## config.mk

```make
export PLATFORM = sky130hd
export DESIGN_NAME = ov7670_frame_sched_flat
export DESIGN_NICKNAME = d
export VERILOG_FILES = /design/src/rtl/ov7670_frame_sched_if.sv /design/src/rtl/ov7670_frame_sched.sv /design/src/flat_wrapper.sv
export SDC_FILE = /design/constraint.sdc
export NUM_CORES = 1
export LEC_CHECK = 0
export BUFFER_PORTS_ARGS = -buffer_cell sky130_fd_sc_hd__buf_2
export CAP_MARGIN = 20
export CORE_MARGIN = 8
export CORE_UTILIZATION = 33
export CTS_CLUSTER_DIAMETER = 200
export DETAILED_ROUTE_END_ITERATION = 7
export PLACE_DENSITY_LB_ADDON = 0.12
export RECOVER_POWER = 25
export SLEW_MARGIN = 20
export SYNTH_ARGS = -nofsm -noshare
export SYNTH_HDL_FRONTEND = slang
export SYNTH_SLANG_ARGS = --single-unit
```

## constraint.sdc

```tcl
create_clock -name SYS_CLK -period 5 [get_ports SYS_CLK]
set_input_delay 0.5 -clock SYS_CLK [delete_from_list [all_inputs] [get_ports SYS_CLK]]
set_output_delay 0.5 -clock SYS_CLK [all_outputs]
set_load 0.005 [all_outputs]
```

## src/rtl/ov7670_frame_sched_if.sv

```systemverilog
// Control/status bundle between the OV7670 frame sequencer and its neighbours.
// master = sequencer side (drives strobes/status), slave = surrounding capture path.
interface ov7670_frame_sched_if;
    logic       CAP_REQ;
    logic       CONTINUOUS;
    logic       INIT_DONE;
    logic       OV_VSYNC;
    logic       RD_DONE;
    logic       INIT_EN;
    logic       OV_WRRST;
    logic       OV_WEN;
    logic       READ_EN;
    logic       BUSY;
    logic       ERR_TIMEOUT;
    logic [7:0] FRAME_CNT;

    modport master (
        input  CAP_REQ, CONTINUOUS, INIT_DONE, OV_VSYNC, RD_DONE,
        output INIT_EN, OV_WRRST, OV_WEN, READ_EN, BUSY, ERR_TIMEOUT, FRAME_CNT
    );

    modport slave (
        output CAP_REQ, CONTINUOUS, INIT_DONE, OV_VSYNC, RD_DONE,
        input  INIT_EN, OV_WRRST, OV_WEN, READ_EN, BUSY, ERR_TIMEOUT, FRAME_CNT
    );
endinterface

```

## src/rtl/ov7670_frame_sched.sv

```systemverilog
// OV7670/AL422B frame sequencer: init, AEC skip, one-frame capture, readout handoff, watchdog.
// All outputs registered (1 cycle after the deciding event); VSYNC edges act 3 cycles after the pin rises.
module ov7670_frame_sched #(
    parameter int WRRST_CYCLES   = 4,
    parameter int SKIP_FRAMES    = 2,
    parameter int TIMEOUT_CYCLES = 50_000_000,
    parameter int TO_W           = 26
) (
    input  logic                 SYS_CLK,
    input  logic                 RST,
    ov7670_frame_sched_if.master bus
);
    localparam int WR_W = (WRRST_CYCLES > 1) ? $clog2(WRRST_CYCLES) : 1;
    localparam int SK_W = (SKIP_FRAMES > 0) ? $clog2(SKIP_FRAMES + 1) : 1;
    localparam logic [TO_W-1:0] WD_LAST = TO_W'(TIMEOUT_CYCLES - 1);
    localparam logic [WR_W-1:0] WR_LAST = WR_W'(WRRST_CYCLES - 1);
    localparam logic [SK_W-1:0] SK_LOAD = SK_W'(SKIP_FRAMES);

    typedef enum logic [2:0] {
        S_INIT, S_IDLE, S_SKIP, S_WAIT_VS, S_WRRST, S_WRITE, S_READ
    } state_t;

    state_t          state, state_nx;
    logic            vs_s1, vs_s2, vs_h, vs_rise;
    logic            init_first;
    logic            counting;
    logic [TO_W-1:0] wd, wd_nx;
    logic [WR_W-1:0] wr_cnt, wr_cnt_nx;
    logic [SK_W-1:0] skip_cnt, skip_cnt_nx;
    logic            init_en;
    logic            wrrst_n, wrrst_n_nx;
    logic            wen, wen_nx;
    logic            rden, rden_nx;
    logic            busy, busy_nx;
    logic            err, err_nx;
    logic [7:0]      frame_cnt, frame_cnt_nx;

    assign vs_rise = vs_s2 & ~vs_h;

    always_comb begin
        state_nx     = state;
        wr_cnt_nx    = wr_cnt;
        skip_cnt_nx  = skip_cnt;
        wrrst_n_nx   = 1'b1;
        wen_nx       = 1'b0;
        rden_nx      = 1'b0;
        err_nx       = err;
        frame_cnt_nx = frame_cnt;

        case (state)
            S_INIT: begin
                if (bus.INIT_DONE) state_nx = S_IDLE;
            end
            S_IDLE: begin
                if (bus.CAP_REQ) begin
                    err_nx      = 1'b0;
                    skip_cnt_nx = SK_LOAD;
                    state_nx    = S_SKIP;
                end
            end
            S_SKIP: begin
                if (skip_cnt == '0) state_nx = S_WAIT_VS;
                else if (vs_rise)   skip_cnt_nx = skip_cnt - 1'b1;
            end
            S_WAIT_VS: begin
                if (vs_rise) begin
                    state_nx   = S_WRRST;
                    wr_cnt_nx  = '0;
                    wrrst_n_nx = 1'b0;
                end
            end
            S_WRRST: begin
                if (wr_cnt == WR_LAST) begin
                    state_nx = S_WRITE;
                end else begin
                    wr_cnt_nx  = wr_cnt + 1'b1;
                    wrrst_n_nx = 1'b0;
                end
            end
            S_WRITE: begin
                // WEN rises one cycle after WRRST is released; READ_EN takes over at the closing edge
                if (vs_rise) begin
                    state_nx = S_READ;
                    rden_nx  = 1'b1;
                end else begin
                    wen_nx = 1'b1;
                end
            end
            S_READ: begin
                if (bus.RD_DONE) begin
                    frame_cnt_nx = frame_cnt + 1'b1;
                    state_nx     = bus.CONTINUOUS ? S_WAIT_VS : S_IDLE;
                end else begin
                    rden_nx = 1'b1;
                end
            end
            default: state_nx = S_INIT;
        endcase

        counting = (state != S_IDLE) && (state != S_WRRST);
        if (counting && wd == WD_LAST) begin
            state_nx     = S_IDLE;
            err_nx       = 1'b1;
            wrrst_n_nx   = 1'b1;
            wen_nx       = 1'b0;
            rden_nx      = 1'b0;
            frame_cnt_nx = frame_cnt;
        end

        wd_nx   = (!counting || state_nx != state) ? '0 : wd + 1'b1;
        busy_nx = (state_nx != S_IDLE);
    end

    always_ff @(posedge SYS_CLK) begin
        if (RST) begin
            state      <= S_INIT;
            vs_s1      <= 1'b0;
            vs_s2      <= 1'b0;
            vs_h       <= 1'b0;
            init_first <= 1'b1;
            init_en    <= 1'b0;
            wd         <= '0;
            wr_cnt     <= '0;
            skip_cnt   <= '0;
            wrrst_n    <= 1'b1;
            wen        <= 1'b0;
            rden       <= 1'b0;
            busy       <= 1'b1;
            err        <= 1'b0;
            frame_cnt  <= '0;
        end else begin
            state      <= state_nx;
            vs_s1      <= bus.OV_VSYNC;
            vs_s2      <= vs_s1;
            vs_h       <= vs_s2;
            init_first <= 1'b0;
            init_en    <= init_first;
            wd         <= wd_nx;
            wr_cnt     <= wr_cnt_nx;
            skip_cnt   <= skip_cnt_nx;
            wrrst_n    <= wrrst_n_nx;
            wen        <= wen_nx;
            rden       <= rden_nx;
            busy       <= busy_nx;
            err        <= err_nx;
            frame_cnt  <= frame_cnt_nx;
        end
    end

    assign bus.INIT_EN     = init_en;
    assign bus.OV_WRRST    = wrrst_n;
    assign bus.OV_WEN      = wen;
    assign bus.READ_EN     = rden;
    assign bus.BUSY        = busy;
    assign bus.ERR_TIMEOUT = err;
    assign bus.FRAME_CNT   = frame_cnt;
endmodule

```

## src/flat_wrapper.sv

```systemverilog
// flat-port wrapper written by rule: the top's interface ports become plain ports
module ov7670_frame_sched_flat 
#(
    parameter int WRRST_CYCLES   = 4,
    parameter int SKIP_FRAMES    = 2,
    parameter int TIMEOUT_CYCLES = 50_000_000,
    parameter int TO_W           = 26
)
  (SYS_CLK, RST, bus_CAP_REQ, bus_CONTINUOUS, bus_INIT_DONE, bus_OV_VSYNC, bus_RD_DONE, bus_INIT_EN, bus_OV_WRRST, bus_OV_WEN, bus_READ_EN, bus_BUSY, bus_ERR_TIMEOUT, bus_FRAME_CNT);
  ov7670_frame_sched_if bus_i ();
  input  logic SYS_CLK;
  input  logic RST;
  input wire logic [$bits(bus_i.CAP_REQ)-1:0] bus_CAP_REQ;
  input wire logic [$bits(bus_i.CONTINUOUS)-1:0] bus_CONTINUOUS;
  input wire logic [$bits(bus_i.INIT_DONE)-1:0] bus_INIT_DONE;
  input wire logic [$bits(bus_i.OV_VSYNC)-1:0] bus_OV_VSYNC;
  input wire logic [$bits(bus_i.RD_DONE)-1:0] bus_RD_DONE;
  output wire logic [$bits(bus_i.INIT_EN)-1:0] bus_INIT_EN;
  output wire logic [$bits(bus_i.OV_WRRST)-1:0] bus_OV_WRRST;
  output wire logic [$bits(bus_i.OV_WEN)-1:0] bus_OV_WEN;
  output wire logic [$bits(bus_i.READ_EN)-1:0] bus_READ_EN;
  output wire logic [$bits(bus_i.BUSY)-1:0] bus_BUSY;
  output wire logic [$bits(bus_i.ERR_TIMEOUT)-1:0] bus_ERR_TIMEOUT;
  output wire logic [$bits(bus_i.FRAME_CNT)-1:0] bus_FRAME_CNT;
  assign bus_i.CAP_REQ = bus_CAP_REQ;
  assign bus_i.CONTINUOUS = bus_CONTINUOUS;
  assign bus_i.INIT_DONE = bus_INIT_DONE;
  assign bus_i.OV_VSYNC = bus_OV_VSYNC;
  assign bus_i.RD_DONE = bus_RD_DONE;
  assign bus_INIT_EN = bus_i.INIT_EN;
  assign bus_OV_WRRST = bus_i.OV_WRRST;
  assign bus_OV_WEN = bus_i.OV_WEN;
  assign bus_READ_EN = bus_i.READ_EN;
  assign bus_BUSY = bus_i.BUSY;
  assign bus_ERR_TIMEOUT = bus_i.ERR_TIMEOUT;
  assign bus_FRAME_CNT = bus_i.FRAME_CNT;
  ov7670_frame_sched #(.WRRST_CYCLES(WRRST_CYCLES), .SKIP_FRAMES(SKIP_FRAMES), .TIMEOUT_CYCLES(TIMEOUT_CYCLES), .TO_W(TO_W)) u_core (.SYS_CLK(SYS_CLK), .RST(RST), .bus(bus_i));
endmodule
```

# After elaboration in Yosys (flattened, before gate mapping)
# Index checks and enable logic that the tools add are counted.
op_classes:
  addsub: 4
  n_eq_ne: 17
  n_mux: 27
  n_bitwise: 4
  n_reduce_logical: 17
ops:
  columns: ["op", "n"]
  rows:
  - ["adder 26 x 1 -> 26 bit (second input constant)", 1]
  - ["== test 26 bit (second input constant)", 1]
  - ["2-to-1 mux 3 bit", 8]
  - ["one-hot mux 3 bit (7 select lines)", 1]
  - ["2-to-1 mux 2 bit", 6]
  - ["== test 3 bit (second input constant)", 3]
  - ["adder 8 x 1 -> 8 bit (second input constant)", 1]
  - ["2-to-1 mux 1 bit", 8]
  - ["one-hot mux 2 bit (2 select lines)", 2]
  - ["nonzero test 2 bit", 4]
  - ["== test 3 x 2 -> 1 bit (second input constant)", 2]
  - ["inequality test 2 bit (second input constant)", 3]
  - ["inequality test 3 x 1 -> 1 bit (second input constant)", 2]
  - ["AND reduction 3 bit", 2]
  - ["inequality test 2 x 1 -> 1 bit (second input constant)", 2]
  - ["one-hot mux 1 bit (2 select lines)", 2]
  - ["AND reduction 4 bit", 1]
  - ["OR reduction 2 bit", 2]
  - ["== test 3 x 1 -> 1 bit (second input constant)", 1]
  - ["logical NOT 3 bit", 1]
  - ["inequality test 3 bit", 1]
  - ["inequality test 3 bit (second input constant)", 1]
  - ["NOT 1 bit", 3]
  - ["OR reduction 3 bit", 1]
  - ["9 further kinds", 10]
totals:
  ff_bits: 51
  in_bits: 7
  output_inout_bits: 14
  word_cells: 84

# Depth between registers and ports, before layout
# Gate-level depths: netlist of run 1.
depth:
  ltp_word: 8
  mapped_depth: 8

# Worst setup path after synthesis of run 1
# No wires, ideal clock.
synth_timing:
  path_type: "flip-flop to flip-flop"
  from: "register u_core.wd[0]"
  to: "register u_core.wd[12]"
  arrival_time_ns: 2.430
  required_ns: 4.921
  slack_ns: 2.490
  stages_incl_launch_ff: 9
  path_buffers: 2
  path_cell_list: "dfxtp_1 -> ha_1 -> nand4_1 -> or4_4 -> or2_1 -> buf_6 -> mux2_4 -> buf_6 -> a211oi_2"
synth_via:
  elab_chain_len: 6
  word_cells_on_any_way: 7
  cone_classes: "add/sub (1); eq/ne (2); mux (1); reduce/logical (3)"
synth_lines:
  columns: ["element", "line_no", "source"]
  rows:
  - ["start: declaration", "ov7670_frame_sched.sv:27", "logic [TO_W-1:0] wd, wd_nx;"]
  - ["start signal: assignment", "ov7670_frame_sched.sv:138", "wd <= wd_nx;"]
  - ["== test 26 bit", "ov7670_frame_sched.sv:101", "if (counting && wd == WD_LAST) begin"]
  - ["logical AND 1 bit", "ov7670_frame_sched.sv:101", null]
  - ["2-to-1 mux 3 bit", "ov7670_frame_sched.sv:101", null]
  - ["inequality test 3 bit", "ov7670_frame_sched.sv:110", "wd_nx = (!counting || state_nx != state) ? '0 : wd + 1'b1;"]
  - ["logical OR 1 bit", "ov7670_frame_sched.sv:110", null]
  - ["OR reduction 2 bit (no source line)", null, null]
# Parallel ways exist; a longest one is shown, timed or not.
# A chain may end at the register's enable or synchronous reset.

# Worst setup path in the final report of run 1
layout_timing:
  from: "register u_core.wd[0]"
  to: "register u_core.wd[3]"
# The elaborated chain is that of the path after synthesis.

==> results.cfg, run 1 <==
[floorplanning]
die_height_um = 104.7
initial_core_util = 0.3379
chipWidth_um = 104.7
floorplan.die_area_mm2 = 0.01097
placement_rows = 32
io_pins = 21
floorplan.core_area_mm2 = 0.007687

[synthesis]
largest_area_contributor_in_the_synthesized_netlist = dfxtp_1
postSynthCellCount = 293
yosysUniqueCellTypes = 47
ys_top_cells_by_area = dfxtp_1 (39%), xnor2_1 (5.4%), a21oi_1 (5.0%)
yosys_register_bits = 51
yosysWarningCount = 0
syn_area_mm2 = 0.002597
post_synth.cell_area_avg_um2 = 8.865
synth_enable_flop_cells = 0
yosysSeqAreaShare = 0.3931
synth_flop_cell = dfxtp_1
yosysTopAreaCellShare = 0.3931
synth.net_count = 304
postSynth.asyncResetShare = 0

[sta]
finClkSkew_ns = 0.008974
hold_slack_ns = 0.4051
finalCritPeriodShare = 0.6026
report.final.slew_viol_count = 0
tightest_slew_ns = 1.184
setup_violations = 0
finalSetupTns_ns = 0
timing.final.hold_violations = 0
min_period_ns = 3.013
headroom_to_the_max_slew_limit = 0.2107
grt_setup_unrepaired = no
timing.fmax_ghz = 0.3319
setup_ws_ns = 1.987

[layout]
area_of_the_multi_input_gates_mm2 = 0.001471
fin_nets = 318
ratio_of_cells_with_drive_above_1_in_the_final_layout = 0.1299
final_cell_area_mm2 = 0.002860
antenna_cells = 0
syn2layout_area_growth_pct = 10.12
finalCoreUtilization = 0.3721
layout.area.seq_mm2 = 0.001021
layout.filler_cells = 816

[cts]
count_of_clock_tree_sinks = 51
cts_buffers = 5
cts_tree = yes
path_clk_slew_ns = 0.09
post_cts_repair_timing_setup_buffer_count = 0
ctsHtreeMaxLevel = 2
post_cts.resized_instances = 0
cts_hold_buf = 0
clock_path_buffers = 2
clk_latency_ns = 0.30
cts-root-buf = clkbuf_8

[critical_path]
critical_path_peak_fanout = 16
ff2ff_setup_slack_ns = 1.99
r2r-end = u_core.wd[3]
kind_of_start_point_of_the_critical_path = register
r2r-start = u_core.wd[0]
timing.reg2reg.worst_path_depth = 6
critical_path_required_ns = 5.20
crit_arrival_ns = 3.22
crit_path_end_kind = register
worst_setup_path_startpoint = u_core.wd[0]
critical_path_class = reg -> reg

[global_route]
grt_pass1_wl_um = 10070
first_global_vias = 2039
initial_antenna_violation_count = 0
track_usage = 0.1079
grt_remaining_overflow = 0
grt_max_degree = 28

[power]
p_int_uw = 556.0
seqPwrFrac = 0.573
power.density_mw_per_mm2 = 257.6
share_comb_of_total_power = 0.069
switching_share = 0.2452
irDropWorstVdd_uv = 110.7
power_frac_clock = 0.358
cellLeakagePower_nw = 0.9060
power_switching_uw = 180.6

[min_path]
timing.hold.worst.start = bus_OV_VSYNC
hold-path-endpoint = u_core.vs_s1
hold-path-cell-count = 2
hp-class = in -> reg

[detailed_routing]
vias = 2134
routed_wirelength_um = 5962
drt_iter0_markers = 92
wire_per_inst_um = 14.54
firstDrtPassIters = 4
detail-route-antenna-nets = 0
detail_route.vias_per_cell = 5.205
route.detailed.drc = 0

[place]
globalplace.congestion = 0.7725
buffer_ports.inserted = 20
dp_hpwl_um = 4011
detailed_place.area_mm2 = 0.002765
placement.setup.worst_slack_ns = 1.953

[job]
total_of_max_cap_violations = 0

[status]
run_status = finished, final reports clean
cells by family after synthesis:
logic type               count (synthesis)  share of synthesized area
AO/OA/AOI/OAI                           66                     0.1792
XOR/XNOR                                25                    0.08430
adder cells (fa/ha/maj)                  4                    0.01927
buffers and inverters                   23                    0.04287
flip-flops                              51                     0.3931
multiplexers                             4                    0.01878
AND/OR/NAND/NOR                        120                     0.2625
power by group through the flow:
stage	logic (mW)	clock network [mW]	registers, mW
2_1_floorplan	0.0447	0	0.424
4_1_cts	0.0519	0.276	0.422
3_3_place_gp	0.0515	0	0.432
3_5_place_dp	0.0517	0	0.432
6_report	0.0509	0.263	0.422
5_1_grt	0.0570	0.288	0.424
cells in the mapped netlist (4+ instances only):
master	n
o21ai_0	8
and3_1	8
nor4_1	8
inv_1	7
xor2_1	9
a211oi_2	10
nor4bb_1	5
nor3_1	6
a21oi_1	26
nor2b_1	13
xnor2_1	16
nand2_1	20
dfxtp_1	51
clkbuf_1	9
nand3_1	14
a211oi_1	7
or3_1	5
ha_1	4
nand4_1	9
nor2_1	15
stage by stage:
stage / power [mW] / instances
finish: 0.7367 / 410
global route: 0.7693 / 410
CTS: 0.7504 / 410
detailed placement: 0.4833 / 402
global placement: 0.4831 / 402
floorplan: 0.4691 / 293
critical path: stages (launching register included):
cell      delay, ns
dfxtp_1        0.40
ha_1           0.24
nand4_1        0.36
or4_4          0.67
o221ai_1       0.17
nand3b_1       0.66
a211oi_1       0.40
how the worst max path moves through the flow:
stage	slack, ns	end	depth (start not counted)
floorplan	2.49	u_core.wd[12]	8
global placement	2.06	u_core.wd[0]	6
detailed placement	1.95	u_core.wd[23]	6
CTS	1.90	u_core.wd[23]	6
global route	1.65	u_core.wd[0]	6
finish	1.99	u_core.wd[3]	6
routing by layer:
layer | track usage | share of wire | vias up
met5 | 0 | 0 | -
met1 | 0.1468 | 0.53 | 1007
met2 | 0.1670 | 0.43 | 22
met3 | 0.02334 | 0.028 | 6
met4 | 0.03058 | 0.0099 | 0
li1 | - | - | 1099
state kept, by name (all words and copies together) (netlist names):
signal                  flops
u_core.wd                  26
u_core.bus.FRAME_CNT        8
u_core.state                3
u_core.init_first           1
u_core.wr_cnt               2
u_core.bus.OV_WRRST         1
u_core.vs_h                 1
u_core.bus.BUSY             1
u_core.vs_s1                1
u_core.bus.READ_EN          1
u_core.bus.INIT_EN          1
u_core.bus.ERR_TIMEOUT      1
u_core.bus.OV_WEN           1
u_core.vs_s2                1
u_core.skip_cnt             2
cell type report:
cell class | instances | area share
clock inverters | 1 | 0.002625
multi-input cells | 219 | 0.5144
well taps | 102 | 0.04462
inverters | 8 | 0.01050
repair buffers | 22 | 0.03718
flip-flops and latches | 51 | 0.3570
clock buffers | 7 | 0.03368
cell usage in the layout, fill, tap and decap left out, types with 8 or more instances in the layout:
master / count
o21ai_0: 8
a21oi_1: 26
nand4_1: 9
nor2_1: 15
xnor2_1: 16
nor2b_1: 13
dfxtp_1: 51
buf_2: 13
nand3_1: 14
and3_1: 8
xor2_1: 9
a211oi_2: 10
nand2_1: 20
Power figures use the tool's default switching activity.
==> run 2: changes to the inputs <==
Clock period 5 ns to 3.1 ns, I/O delays scaled along.
==> run 2 against run 1 <==
Via count increased by 1.6%. Global-route usage is 0.38 points higher. Critical path depth did not move. Flip-flop and latch count did not move. Non-clock buffer count is 6 higher. Power is 71% higher. Critical path type unchanged. Maximum frequency rose by 18%. Clock skew shrank 0.0018 ns. Worst hold slack lost 0.19 ns. Design area is 2.1% higher.
==> results.cfg, run 2 (synthesis gave the netlist of run 1 again) <==
[status]
run_status = finished, final reports clean

[floorplanning]
die_height_um = 104.7
floorplan.core_area_mm2 = 0.007687
io_pins = 21
initial_core_util = 0.3379
placement_rows = 32
chipWidth_um = 104.7
floorplan.die_area_mm2 = 0.01097

[critical_path]
r2r-start = u_core.wd[0]
critical_path_required_ns = 3.33
timing.reg2reg.worst_path_depth = 6
r2r-end = u_core.wd[3]
critical_path_class = reg -> reg
crit_arrival_ns = 2.77
crit_path_end_kind = register
critical_path_peak_fanout = 26
kind_of_start_point_of_the_critical_path = register
worst_setup_path_startpoint = u_core.wd[0]
ff2ff_setup_slack_ns = 0.56

[global_route]
first_global_vias = 2051
grt_pass1_wl_um = 10250
initial_antenna_violation_count = 0
grt_max_degree = 28
track_usage = 0.1117
grt_remaining_overflow = 0

[sta]
grt_setup_unrepaired = no
tightest_slew_ns = 1.174
setup_violations = 0
hold_slack_ns = 0.2166
min_period_ns = 2.543
finalSetupTns_ns = 0
timing.final.hold_violations = 0
report.final.slew_viol_count = 0
finalCritPeriodShare = 0.8204
finClkSkew_ns = 0.007207
headroom_to_the_max_slew_limit = 0.2176
timing.fmax_ghz = 0.3932

[cts]
post_cts_repair_timing_setup_buffer_count = 0
ctsHtreeMaxLevel = 2
cts-root-buf = clkbuf_8
post_cts.resized_instances = 0
clk_latency_ns = 0.31
cts_buffers = 5
clock_path_buffers = 2
cts_hold_buf = 0
count_of_clock_tree_sinks = 51
path_clk_slew_ns = 0.09
cts_tree = yes

[layout]
layout.area.seq_mm2 = 0.001021
final_cell_area_mm2 = 0.002920
layout_common_cells = dfxtp_1 (51), a21oi_1 (26), nand2_1 (20)
layout.filler_cells = 800
number_of_flip_flops_under_the_largest_register_name = 26
area_of_the_multi_input_gates_mm2 = 0.001471
antenna_cells = 0
layout.cells.most_common = dfxtp_1
syn2layout_area_growth_pct = 12.43
ratio_of_cells_with_drive_above_1_in_the_final_layout = 0.1497
regMostFlops = u_core.wd
fin_nets = 324

[detailed_routing]
vias = 2169
route.detailed.drc = 0
wire_per_inst_um = 14.54
detail_route.vias_per_cell = 5.214
routed_wirelength_um = 6047
detail-route-antenna-nets = 0
firstDrtPassIters = 4
drt_iter0_markers = 110

[min_path]
timing.hold.worst.start = bus_OV_VSYNC
hp-class = in -> reg
hold-path-endpoint = u_core.vs_s1
hold-path-cell-count = 2

[power]
power_switching_uw = 301.0
p_int_uw = 960.4
power.density_mw_per_mm2 = 431.9
share_comb_of_total_power = 0.074
switching_share = 0.2386
power_frac_clock = 0.389
cellLeakagePower_nw = 0.9460
irDropWorstVdd_uv = 227.4
power.total_mw = 1.261
seqPwrFrac = 0.537

[place]
buffer_ports.inserted = 20
globalplace.congestion = 0.7655
dp_hpwl_um = 4118
detailed_place.area_mm2 = 0.002810

[job]
total_of_max_cap_violations = 0
-- run 2: worst max-delay path, cell delays in order, from the launching register on --
cell and delay, ns:
dfxtp_1 0.40, ha_1 0.25, nand4_1 0.16, or4_4 0.58, or2_1 0.31, mux2_4 0.47
a211oi_1 0.27
-- run 2: area by class of cell --
type                       instances  share of cell area
clock buffer                       6             0.02828
clock inverter                     2             0.01200
inverter                           8             0.01028
multi-input combinational        219              0.5039
sequential                        51              0.3496
tap                              102             0.04370
timing repair buffer              28             0.05227
-- run 2: power groups by stage --
stage,clock (mW),combinational (mW),sequential (mW)
after global placement,0,0.0951,0.692
after floorplan,0,0.0721,0.684
after detailed placement,0,0.0945,0.692
after CTS,0.517,0.0951,0.677
after global routing,0.540,0.104,0.679
final,0.491,0.0938,0.677
-- run 2: worst max-delay path by stage --
stage,end,slack (ns)
final,u_core.wd[3],0.56
after global routing,u_core.wd[23],0.36
after CTS,u_core.wd[3],0.53
after detailed placement,u_core.wd[23],0.56
after global placement,u_core.wd[0],0.63
after floorplan,u_core.wd[12],0.59
-- run 2: metrics by stage --
step	std cells	setup slack, ns	utilization
2_1_floorplan	293	0.5903	-
6_report	416	0.5569	0.3799
5_1_grt	416	0.3560	0.3799
3_3_place_gp	408	0.6321	0.3656
4_1_cts	416	0.5255	0.3809
3_5_place_dp	408	0.5607	0.3656
-- run 2: routing by layer --
metal | vias to the layer above | global-route usage | wire (µm)
met3 | 5 | 0.02764 | 226
met1 | 1020 | 0.1513 | 3102
met2 | 34 | 0.1638 | 2638
met4 | 0 | 0.04791 | 79
li1 | 1110 | - | -
met5 | - | 0 | 0
==> run 3: changes to the inputs <==
Clock period 3.1 ns to 2.17 ns, I/O delays scaled along.
==> run 3 against run 2 <==
The run now ends with negative setup slack left. Non-clock buffer count is 28 higher. Clock skew is 0.0038 ns higher. Clock power grew 17%. Routed wire length is 9.3% higher. Combinational power increased by 81%. Design area up 9.8%. Via count grew 7.0%. Final cell count grew 7.2%. Critical endpoint is now u_core.wd[0]. Largest cell class unchanged. Highest routed layer unchanged.
==> results.cfg, run 3 (synthesis gave the netlist of run 1 again) <==
[min_path]
hp-class = in -> reg
hold-path-cell-count = 2
hold-path-endpoint = u_core.vs_s1
timing.hold.worst.start = bus_OV_VSYNC

[critical_path]
crit_path_end_kind = register
critical_path_peak_fanout = 7
critical_path_required_ns = 2.40
r2r-end = u_core.wd[0]
ff2ff_setup_slack_ns = -0.16
r2r-start = u_core.wd[18]
timing.reg2reg.worst_path_depth = 5
critical_path_class = reg -> reg
kind_of_start_point_of_the_critical_path = register
crit_arrival_ns = 2.56

[cts]
clock_path_buffers = 2
path_clk_slew_ns = 0.10
post_cts_repair_timing_setup_buffer_count = 0
cts-root-buf = clkbuf_8
cts_tree = yes
clk_latency_ns = 0.31
count_of_clock_tree_sinks = 51
cts_buffers = 5
cts_hold_buf = 0
ctsHtreeMaxLevel = 2

[detailed_routing]
firstDrtPassIters = 4
detail-route-antenna-nets = 0
route.detailed.drc = 0
vias = 2321
detail_route.vias_per_cell = 5.204
routed_wirelength_um = 6607
wire_per_inst_um = 14.81
drt_iter0_markers = 92

[power]
share_comb_of_total_power = 0.099
power_switching_uw = 455.6
seqPwrFrac = 0.565
power.density_mw_per_mm2 = 532.2
power_frac_clock = 0.336
p_int_mw = 1.251
irDropWorstVdd_uv = 288.3
cellLeakagePower_nw = 1.107
switching_share = 0.2670

[layout]
layout_common_cells = dfxtp_1 (50), buf_4 (31), a21oi_1 (25)
finalCoreUtilization = 0.4172
fin_nets = 354
layout.cells.non_filler = 446
layout.cells.most_common = dfxtp_1
syn2layout_area_growth_pct = 23.46
number_of_flip_flops_under_the_largest_register_name = 26
antenna_cells = 0
layout.filler_cells = 769
ratio_of_cells_with_drive_above_1_in_the_final_layout = 0.2558
regMostFlops = u_core.wd

[sta]
timing.final.hold_violations = 0
tightest_slew_ns = 0.5092
setup_ws_ns = -0.1618
headroom_to_the_max_slew_limit = 0.6606
finClkSkew_ns = 0.01098
min_period_ns = 2.332
hold_slack_ns = 0.1259
finalCritPeriodShare = 1.075
timing.fmax_ghz = 0.4289
grt_setup_unrepaired = yes
report.final.slew_viol_count = 0
setup_violations = 26

[global_route]
grt_max_degree = 27
grt_pass1_wl_um = 11250
grt_remaining_overflow = 0
track_usage = 0.1215
initial_antenna_violation_count = 0
first_global_vias = 2267

[floorplanning]
floorplan.core_area_mm2 = 0.007687
placement_rows = 32
die_height_um = 104.7
floorplan.die_area_mm2 = 0.01097
initial_core_util = 0.3379
io_pins = 21
chipWidth_um = 104.7

[status]
failed_checks = negative setup slack
run_status = finished with violations

[place]
numPlacedInstances = 436
dp_hpwl_um = 4534
placement.setup.worst_slack_ns = -0.2935
globalplace.congestion = 0.8113
buffer_ports.inserted = 20

[job]
total_of_max_cap_violations = 0
==> run 3: metrics by stage <==
step	area, µm²	setup TNS (ns)	power (mW)
final	3207	-3.078	1.707
after global routing	3207	-5.203	1.792
after CTS	3214	-3.090	1.731
after detailed placement	3062	-5.447	1.145
after global placement	3062	-4.879	1.147
after floorplan	2605	-6.625	1.083
==> run 3: layout make-up <==
| type | instances | area (µm²) | share of cell area |
|---|---|---|---|
| clock inverters | 3 | 25.02 | 0.007803 |
| well taps | 102 | 127.6 | 0.03980 |
| multi-input cells | 221 | 1536 | 0.4791 |
| repair buffers | 56 | 396.6 | 0.1237 |
| clock buffers | 5 | 68.82 | 0.02146 |
| inverters | 8 | 30.03 | 0.009364 |
| flip-flops and latches | 51 | 1022 | 0.3188 |
==> run 3: worst max-delay path by stage <==
stage	slack, ns	start	cells after the start	endpoint
after floorplan	-0.28	u_core.wd[9]	7	u_core.wd[12]
after global placement	-0.25	u_core.wd[9]	5	u_core.wd[3]
after detailed placement	-0.29	u_core.wd[9]	5	u_core.wd[3]
after CTS	-0.20	u_core.wd[18]	5	u_core.wd[12]
after global routing	-0.24	u_core.wd[18]	7	u_core.wd[12]
final	-0.16	u_core.wd[18]	5	u_core.wd[0]
==> run 3: metal layers <==
metal  up-vias  share of wire  GRT usage
met5         -              0          0
li1       1176              -          -
met4         0          0.011    0.03568
met1      1094           0.49     0.1558
met3         8          0.039    0.02948
met2        43           0.46     0.1968
==> run 3: power by group through the flow <==
stage | registers (mW) | clock network [mW] | logic (mW)
floorplan | 0.978 | 0 | 0.106
global placement | 0.986 | 0 | 0.161
detailed placement | 0.986 | 0 | 0.160
CTS | 0.964 | 0.594 | 0.173
global route | 0.967 | 0.637 | 0.187
finish | 0.964 | 0.573 | 0.170
==> run 3: what timing repair did <==
action,CTS,global route
resized for setup,8,1
gates cloned,2,0
endpoints found under the setup margin,26,26
pin swaps,6,1
==> run 3: worst max-delay path, cell delays in order, from the launching register on <==
cell	delay (ns)
dfxtp_1	0.32
or4_1	0.51
or4_4	0.53
or2_4	0.28
mux2_4	0.39
a211oi_2	0.23
